===== src/rtl/muldiv_sequencer_if.sv =====
// Bundle of the EX-side issue/read signals and the arithmetic-core start/done
// handshake. The slave side is the sequencer; the master side is whoever
// drives EX operands and plays the arithmetic core.
interface muldiv_sequencer_if;
    logic [2:0]  op;
    logic [31:0] src_a;
    logic [31:0] src_b;
    logic        id_uses_md;
    logic        rd_sel;
    logic [31:0] rd_data;
    logic        busy;
    logic        stall;
    logic        core_start;
    logic        core_signed;
    logic        core_is_div;
    logic [31:0] core_a;
    logic [31:0] core_b;
    logic        core_done;
    logic [31:0] core_hi;
    logic [31:0] core_lo;
    logic        err;

    modport slave (
        input  op, src_a, src_b, id_uses_md, rd_sel, core_done, core_hi, core_lo,
        output rd_data, busy, stall, core_start, core_signed, core_is_div,
               core_a, core_b, err
    );

    modport master (
        output op, src_a, src_b, id_uses_md, rd_sel, core_done, core_hi, core_lo,
        input  rd_data, busy, stall, core_start, core_signed, core_is_div,
               core_a, core_b, err
    );
endinterface


===== src/rtl/muldiv_sequencer.sv =====
// Multiply/divide sequencer: accepts md-class ops from EX, launches them on an
// external arithmetic core, owns HI/LO and raises the ID-stage stall while the
// shared resource is occupied.
module muldiv_sequencer #(
    parameter int TIMEOUT = 16
) (
    input  logic               clk,
    input  logic               reset,
    muldiv_sequencer_if.slave  md
);
    localparam int             CW       = $clog2(TIMEOUT);
    localparam logic [CW-1:0]  CNT_LAST = CW'(TIMEOUT - 1);

    typedef enum logic [1:0] {
        S_IDLE,
        S_LAUNCH,
        S_WAIT
    } state_t;

    state_t          state_reg;
    state_t          state_next;
    logic [31:0]     hi_reg;
    logic [31:0]     lo_reg;
    logic [31:0]     a_reg;
    logic [31:0]     b_reg;
    logic            signed_reg;
    logic            is_div_reg;
    logic            err_reg;
    logic [CW-1:0]   cnt_reg;

    logic            is_md_op;
    logic            is_div_op;
    logic            is_move_op;
    logic            accept;
    logic            done_hit;
    logic            timeout_hit;
    logic            violation;

    // Op decode; reserved op 7 decodes as nothing so it behaves like NONE.
    assign is_md_op    = (md.op >= 3'd1) && (md.op <= 3'd4);
    assign is_div_op   = (md.op == 3'd3) || (md.op == 3'd4);
    assign is_move_op  = (md.op == 3'd5) || (md.op == 3'd6);
    // A divide by zero is silently refused: no launch and no error.
    assign accept      = (state_reg == S_IDLE) && is_md_op && !(is_div_op && (md.src_b == 32'd0));
    assign done_hit    = (state_reg == S_WAIT) && md.core_done;
    // A done arriving on the final allowed cycle beats the timeout.
    assign timeout_hit = (state_reg == S_WAIT) && !md.core_done && (cnt_reg == CNT_LAST);
    // Any real op arriving while occupied is dropped and flagged.
    assign violation   = (state_reg != S_IDLE) && (is_md_op || is_move_op);

    // State register.
    always_ff @(posedge clk or posedge reset) begin
        if (reset) state_reg <= S_IDLE;
        else       state_reg <= state_next;
    end

    // Next-state logic: IDLE -> LAUNCH on accept, one LAUNCH cycle, then WAIT
    // until the core answers or the timeout expires.
    always_comb begin
        state_next = state_reg;
        case (state_reg)
            S_IDLE:   if (accept) state_next = S_LAUNCH;
            S_LAUNCH: state_next = S_WAIT;
            S_WAIT:   if (done_hit || timeout_hit) state_next = S_IDLE;
            default:  state_next = S_IDLE;
        endcase
    end

    // Operand latch: held stable for the whole LAUNCH/WAIT occupancy.
    always_ff @(posedge clk or posedge reset) begin
        if (reset) begin
            a_reg      <= '0;
            b_reg      <= '0;
            signed_reg <= 1'b0;
            is_div_reg <= 1'b0;
        end else if (accept) begin
            a_reg      <= md.src_a;
            b_reg      <= md.src_b;
            signed_reg <= (md.op == 3'd1) || (md.op == 3'd3);
            is_div_reg <= is_div_op;
        end
    end

    // HI/LO: core result capture in WAIT, direct moves only while IDLE.
    always_ff @(posedge clk or posedge reset) begin
        if (reset) begin
            hi_reg <= '0;
            lo_reg <= '0;
        end else if (done_hit) begin
            hi_reg <= md.core_hi;
            lo_reg <= md.core_lo;
        end else if ((state_reg == S_IDLE) && (md.op == 3'd5)) begin
            hi_reg <= md.src_a;
        end else if ((state_reg == S_IDLE) && (md.op == 3'd6)) begin
            lo_reg <= md.src_a;
        end
    end

    // WAIT cycle counter; cleared whenever not waiting.
    always_ff @(posedge clk or posedge reset) begin
        if (reset)                                                      cnt_reg <= '0;
        else if ((state_reg == S_WAIT) && !md.core_done && !timeout_hit) cnt_reg <= cnt_reg + 1'b1;
        else                                                            cnt_reg <= '0;
    end

    // Sticky error flag: timeout or issue while occupied.
    always_ff @(posedge clk or posedge reset) begin
        if (reset)                         err_reg <= 1'b0;
        else if (timeout_hit || violation) err_reg <= 1'b1;
    end

    assign md.busy        = (state_reg != S_IDLE);
    assign md.core_start  = (state_reg == S_LAUNCH);
    assign md.stall       = md.id_uses_md && (md.busy || accept);
    assign md.rd_data     = md.rd_sel ? hi_reg : lo_reg;
    assign md.core_a      = a_reg;
    assign md.core_b      = b_reg;
    assign md.core_signed = signed_reg;
    assign md.core_is_div = is_div_reg;
    assign md.err         = err_reg;
endmodule


===== src/flat_wrapper.sv =====
// flat-port wrapper written by rule: the top's interface ports become plain ports
module muldiv_sequencer_flat 
#(
    parameter int TIMEOUT = 16
)
  (clk, reset, md_op, md_src_a, md_src_b, md_id_uses_md, md_rd_sel, md_core_done, md_core_hi, md_core_lo, md_rd_data, md_busy, md_stall, md_core_start, md_core_signed, md_core_is_div, md_core_a, md_core_b, md_err);
  muldiv_sequencer_if md_i ();
  input  logic clk;
  input  logic reset;
  input wire logic [$bits(md_i.op)-1:0] md_op;
  input wire logic [$bits(md_i.src_a)-1:0] md_src_a;
  input wire logic [$bits(md_i.src_b)-1:0] md_src_b;
  input wire logic [$bits(md_i.id_uses_md)-1:0] md_id_uses_md;
  input wire logic [$bits(md_i.rd_sel)-1:0] md_rd_sel;
  input wire logic [$bits(md_i.core_done)-1:0] md_core_done;
  input wire logic [$bits(md_i.core_hi)-1:0] md_core_hi;
  input wire logic [$bits(md_i.core_lo)-1:0] md_core_lo;
  output wire logic [$bits(md_i.rd_data)-1:0] md_rd_data;
  output wire logic [$bits(md_i.busy)-1:0] md_busy;
  output wire logic [$bits(md_i.stall)-1:0] md_stall;
  output wire logic [$bits(md_i.core_start)-1:0] md_core_start;
  output wire logic [$bits(md_i.core_signed)-1:0] md_core_signed;
  output wire logic [$bits(md_i.core_is_div)-1:0] md_core_is_div;
  output wire logic [$bits(md_i.core_a)-1:0] md_core_a;
  output wire logic [$bits(md_i.core_b)-1:0] md_core_b;
  output wire logic [$bits(md_i.err)-1:0] md_err;
  assign md_i.op = md_op;
  assign md_i.src_a = md_src_a;
  assign md_i.src_b = md_src_b;
  assign md_i.id_uses_md = md_id_uses_md;
  assign md_i.rd_sel = md_rd_sel;
  assign md_i.core_done = md_core_done;
  assign md_i.core_hi = md_core_hi;
  assign md_i.core_lo = md_core_lo;
  assign md_rd_data = md_i.rd_data;
  assign md_busy = md_i.busy;
  assign md_stall = md_i.stall;
  assign md_core_start = md_i.core_start;
  assign md_core_signed = md_i.core_signed;
  assign md_core_is_div = md_i.core_is_div;
  assign md_core_a = md_i.core_a;
  assign md_core_b = md_i.core_b;
  assign md_err = md_i.err;
  muldiv_sequencer #(.TIMEOUT(TIMEOUT)) u_core (.clk(clk), .reset(reset), .md(md_i));
endmodule

===== config.mk =====
export PLATFORM = sky130hd
export DESIGN_NAME = muldiv_sequencer_flat
export DESIGN_NICKNAME = d
export VERILOG_FILES = /design/src/rtl/muldiv_sequencer_if.sv /design/src/rtl/muldiv_sequencer.sv /design/src/flat_wrapper.sv
export SDC_FILE = /design/constraint.sdc
export NUM_CORES = 1
export LEC_CHECK = 0
export ABC_AREA = 0
export BUFFER_PORTS_ARGS = -buffer_cell sky130_fd_sc_hd__buf_2
export CAP_MARGIN = 10
export CORE_MARGIN = 8
export CORE_UTILIZATION = 30
export CTS_CLUSTER_SIZE = 8
export DETAILED_ROUTE_END_ITERATION = 16
export GPL_TIMING_DRIVEN = 1
export PLACE_DENSITY = 0.57
export SYNTH_ARGS = -nofsm -noshare
export SYNTH_HDL_FRONTEND = slang
export SYNTH_SLANG_ARGS = --single-unit
export TNS_END_PERCENT = 100

===== constraint.sdc =====
create_clock -name clk -period 4.6 [get_ports clk]
set_input_delay 0.23 -clock clk [delete_from_list [all_inputs] [get_ports clk]]
set_output_delay 0.23 -clock clk [all_outputs]
set_load 0.01 [all_outputs]

* Yosys cells after proc, flatten, opt, wreduce, memory -nomap -nowiden
Index checks and enable logic that the tools add are counted.
** Storage, ports and cells
- Register bits :: 137
- Input port bits :: 136
- Output and inout port bits :: 102
- Logic and storage cells :: 62
** Operators by class
- Add/sub/neg operators :: 1
- Order comparisons :: 2
- Equal/unequal tests :: 11
- Mux-type cells :: 10
- Reduce and logical (&&, ||, !) cells :: 29
** Operators by type and width (count)
- $mux 32 :: 6
- $logic_not 32->1 :: 1
- $logic_and 1x1->1 :: 12
- $eq 3x3->1 const B :: 3
- $logic_or 1x1->1 :: 7
- $pmux 2 s3 :: 1
- $reduce_bool 2->1 :: 3
- $add 4x1->4 const B :: 1
- $eq 4x4->1 const B :: 1
- $mux 2 :: 2
- $mux 4 :: 1
- $ne 2x1->1 const B :: 2
- $reduce_and 2->1 :: 2
- $eq 3x1->1 const B :: 1
- $eq 3x2->1 const B :: 1
- $ge 3x1->1 const B :: 1
- $le 3x3->1 const B :: 1
- $logic_not 1->1 :: 3
- $eq 2x1->1 const B :: 1
- $eq 2x2->1 const B :: 1
- $logic_not 2->1 :: 1
- $ne 2x2->1 const B :: 1

* Longest topological paths before layout
- Depth after elaboration :: 7
- Depth in mapped cells :: 7
- Gate-level depth less buffers :: 4

* Least setup slack after synthesis
Ideal clock, no wire load.
- Kind :: in2reg
- Start point :: input md_op[1]
- End point :: register u_core.a_reg[10], in the netlist u_core.md.core_a[10]
- Setup time :: 0.127 ns
- Arrival time :: 1.665 ns
- Slack :: 2.808 ns
- Stages :: 7
- Buffers on the path :: 3
- Path through :: buf_2 > or3_1 > and3_1 > o31ai_2 > buf_6 > buf_8 > mux2_1
** Between the ends
- Longest elaborated chain between the ends :: 5
- Elaborated cells on any way between the ends :: 10
- Those cells by class :: order compare (2); eq/ne (2); reduce/logical (6)
** RTL lines
- from (decl) :: RTL line flat_wrapper.sv:10 : input wire logic [$bits(md_i.op)-1:0] md_op;
- branches (longest 4 deep; another with $ge 3x1->1)
- $logic_and 1x1->1 * :: RTL line muldiv_sequencer.sv:44 : assign accept = (state_reg == S_IDLE) && is_md_op && !(is_div_op && (md.src_b == 32'd0));
- to (signal assigned) :: RTL line muldiv_sequencer.sv:77 : a_reg <= md.src_a;
- to (decl) :: RTL line muldiv_sequencer.sv:24 : logic [31:0] a_reg;
Mark *: on every way between the ends.
A chain may end at the register's enable or synchronous reset.

* Worst setup path after layout
- Start point :: register u_core.state_reg[0]
- End point :: output md_stall
** Between the ends
- Longest elaborated chain between the ends :: 5
- Elaborated cells on any way between the ends :: 6
- Those cells by class :: reduce/logical (6)
** RTL lines
- from (decl) :: RTL line muldiv_sequencer.sv:20 : state_t state_reg;
- from (signal assigned) :: RTL line muldiv_sequencer.sv:54 : else state_reg <= state_next;
- $logic_not 2->1 :: RTL line muldiv_sequencer.sv:44
- $logic_and 1x1->1 (2 in series) :: RTL line muldiv_sequencer.sv:44
- $logic_or 1x1->1 * :: RTL line muldiv_sequencer.sv:114 : assign md.stall = md.id_uses_md && (md.busy || accept);
- $logic_and 1x1->1 * :: RTL line muldiv_sequencer.sv:114
- to (decl) :: RTL line flat_wrapper.sv:20 : output wire logic [$bits(md_i.stall)-1:0] md_stall;
Mark *: on every way between the ends. The rest lies on a longest branch, timed or not.

==> metrics.md <==
| Metric | Value |
|---|---|
| Outcome | complete, but fails checks |
| Number of buffers inserted by hold repair at cts | 0 |
| CP max FO | 22 |
| GRT Resource Usage Total | approximately an eighth |
| CTS tree | yes |
| Clock slew at reported path FFs | 0.06 ns |
| Final setup violation count | 0 |
| Pleak | around 3.9 nW |
| CTS buffer count | 17 |
| H-Tree Depth | 4 |
| Largest net degree at the start of global routing | between 90 and 100 |
| FF-to-FF Start | u_core.state_reg[0] |
| Average cell area after synthesis | between 10 and 15 sq um |
| Clk_lat worst skew | 0.41 ns |
| Max_cap viols | 0 |
| Clock share of power | roughly a quarter |
| FMAX | roughly 360 MHz |
| Slew HR | 41.34% |
| TritonRoute pass-1 iters | 6 |
| Sw Ratio | about a third |
| Core region area | a little over 20000 sq um |
| Psw | between 1.5 and 2 mW |
| Critical Path RT | about 4.4 ns |
| Worst r2r path cells | 4 |
| Filler instances | 2072 |
| Die H | around 160 microns |
| Failing checks | negative hold slack |
| Util after Layout | 40.49% |
| Storage cell area | around 3400 sq um |
| Max IR drop VDD | around 0.3 mV |
| Met3 usage | about 5.4% |
| Reg power frac | 38.6% |
| Min cycle time layout | ~2.8 ns |
| Logic pwr share | 36.4% |
| Hpwl dp | around 12000 microns |
| Vias/cell | between 4 and 5 |
| First-pass GRT wire length | 27210 microns |
| Synth cell types | 33 |
| Num Clock Sinks | around 140 |
| WHS | -0.02053 ns |
| Die area | about 26000 sq um |
| Tot Pwr | between 5 and 6 mW |
| Starting Density | 30.59% |
| Row cnt | 52 |
| DR WL/cell | about 17 microns |
| Crit path capture type | output pin |
| Clk_skew | approximately 0.010 ns |
| Post-CTS Setup Bufs | 0 |
| Width of the die | 159.9 microns |
| Antenna violations before repair | 0 |
| IO buf count | between 200 and 250 |
| Cell Pwr Density | about 650 nW/um^2 |
| Synth warn | 0 |
| Antenna Nets Post-Route | 0 |
| GRT busiest layer | met2 |
| Syn-to-layout area delta | 32.36% |
| M1 GR Usage | about 16% |
| Multi-input gate area | 2621 sq um |
| Cell internal pwr | approximately 3.5 mW |
| Final Max Slew Viols | 0 |
| GPL Wtd Cong | between 0.7 and 0.8 |
| Final TNS setup | 0 ns |
| Hold Path Class | in2async |
| Fin. Hold Viols | 5 |
| Reg2reg setup slack | between 2 and 2.5 ns |
| Final WL | 16960 microns |
| Arrival time of the worst setup path | approximately 2.6 ns |
| Post-CTS sizing | 0 |
| Met2 global-route usage | between 20 and 25% |
| Crit start category | flop |
| Post-Syn Nets | between 600 and 700 |
| Initial drt markers | 143 |
| Mapped Cells | slightly above 500 |
| # DRC | 0 |
| Deepest clock path buffer count | 2 |
| Via count | approximately 4600 |
| Reg2reg end | u_core.lo_reg[16] |
| GRT overflow | 0 |
| Worst-margin pin slew | about 0.88 ns |
| Syn Std Cell Area | a little over 6000 sq um |
| I/O pin cnt | around 240 |
| Register bit total from synthesis | around 140 |
| Ratio of final minimum period to clock period | around three fifths |
| Root Driver | clkbuf_16 |
| RSZ-0062 raised after global routing | no |
| Crit Path Class | reg2out |
| # nets final | roughly 870 |
| Sequential share of the synthesized area | about 55% |
| Layout cell share with drive strength beyond 1 | between 40% and 50% |
| Vias in the first global route | 5041 |
[synthesized netlist by cell type]
master,n,area share [%]
a41oi_1,2,0.28
buf_2,9,0.73
a21o_1,1,0.12
nand2_1,66,4.0
ha_1,1,0.20
or3_1,1,0.10
nand3_1,3,0.24
a31oi_1,1,0.10
and2_1,1,0.10
buf_8,3,0.73
a21boi_0,1,0.12
nor3_1,1,0.081
o21ai_0,67,5.4
xnor2_1,1,0.14
clkbuf_1,14,0.85
nor2b_1,3,0.30
mux2_2,69,13
buf_1,3,0.18
xor2_1,2,0.28
inv_1,5,0.30
nor3b_1,1,0.12
a21oi_1,1,0.081
and3_1,2,0.20
and3b_1,1,0.14
nor4_1,8,0.81
dfrtp_1,137,55
buf_4,3,0.36
o31ai_2,1,0.20
buf_6,1,0.18
nor2_1,3,0.18
mux2_1,28,5.1
mux2i_1,65,10
nand4_1,2,0.20
[critical path: stages (launching register included)]
cell and delay [ns]:
dfrtp_1 0.39, nor2_1 0.51, and3_1 0.36, o31ai_4 0.23, buf_4 0.30, a21boi_0 0.19, buf_2 0.15
[per-stage QoR]
| stage | instances | hold WS [ns] | area (sq um) | setup slack [ns] |
|---|---|---|---|---|
| 6_report | 1020 | -0.02053 | 8219 | 1.822 |
| 5_1_grt | 1019 | 0.04030 | 8217 | 1.669 |
| 4_1_cts | 1019 | 0.03375 | 8217 | 1.764 |
| 3_5_place_dp | 987 | 0.4556 | 7642 | 1.740 |
| 3_3_place_gp | 987 | 0.4517 | 7642 | 1.709 |
| 2_1_floorplan | 507 | 0.3617 | 6210 | 0.7022 |
[metal layers]
metal | up-vias | share of wire (%)
met3 | 8 | 7.8
met4 | 0 | 0.63
met5 | - | 0
li1 | 2249 | -
met2 | 141 | 47
met1 | 2174 | 44
[logic make-up (layout without fill, tap and decap cells)]
| family | count (synthesis) | after routing | share of synthesized area, % |
|---|---|---|---|
| flip-flops | 137 | 137 | 55.21 |
| AO/OA/AOI/OAI | 74 | 74 | 6.307 |
| XOR/XNOR | 3 | 3 | 0.4232 |
| AND/OR/NAND/NOR | 92 | 92 | 6.468 |
| adder cells (fa/ha/maj) | 1 | 1 | 0.2015 |
| multiplexers | 162 | 162 | 28.07 |
| other | 0 | 1 | 0 |
| buffers and inverters | 38 | 280 | 3.324 |
[worst max path at each step]
stage                         from              endpoint  cells past startpoint
2_1_floorplan                reset     u_core.cnt_reg[0]                      1
5_1_grt        u_core.state_reg[0]              md_stall                      6
4_1_cts        u_core.state_reg[0]              md_stall                      6
6_report       u_core.state_reg[0]              md_stall                      6
3_5_place_dp          md_src_b[17]  u_core.md.core_b[30]                      6
3_3_place_gp           md_src_b[3]  u_core.md.core_b[29]                      6
[layout make-up]
cell class	count	area share [%]
antenna	1	0.03045
clock buffer	18	5.343
clock inverter	14	1.644
inverter	5	0.2892
multi-input combinational	332	31.89
sequential	137	41.71
tap	270	4.110
timing repair buffer	243	14.98
[placed cells by master (no fill, tap or decap)]
cell and count:
inv_1 4, nor3b_1 1, clkbuf_16 17, nor3_1 1, dfrtp_1 137, xnor2_1 1
a21o_1 1, a41oi_4 1, inv_6 8, mux2_2 69, and3_1 2, or3_1 1
a31oi_4 1, o31ai_4 1, bufinv_16 1, mux2i_1 65, nand2_1 66, clkinv_2 1
a21boi_0 1, clkbuf_8 1, clkinv_4 1, nor2b_1 3, and3b_4 1, a41oi_1 1
a21oi_1 1, buf_4 6, nand3_1 3, ha_1 1, o21ai_0 67, mux2_1 28
diode_2 1, nor4_1 8, and2_1 1, xor2_1 2, clkinvlp_4 4, buf_2 237
nor2_1 3, nand4_1 2
[power groups by stage]
stage / clock [mW] / sequential, mW / combinational [mW]
floorplan: 0 / 2.17 / 1.08
global placement: 0 / 2.05 / 1.97
detailed placement: 0 / 2.07 / 1.99
CTS: 1.37 / 2.06 / 1.99
global route: 1.42 / 2.13 / 2.15
finish: 1.32 / 2.05 / 1.94
No activity file was read; power rests on OpenSTA's default activity.
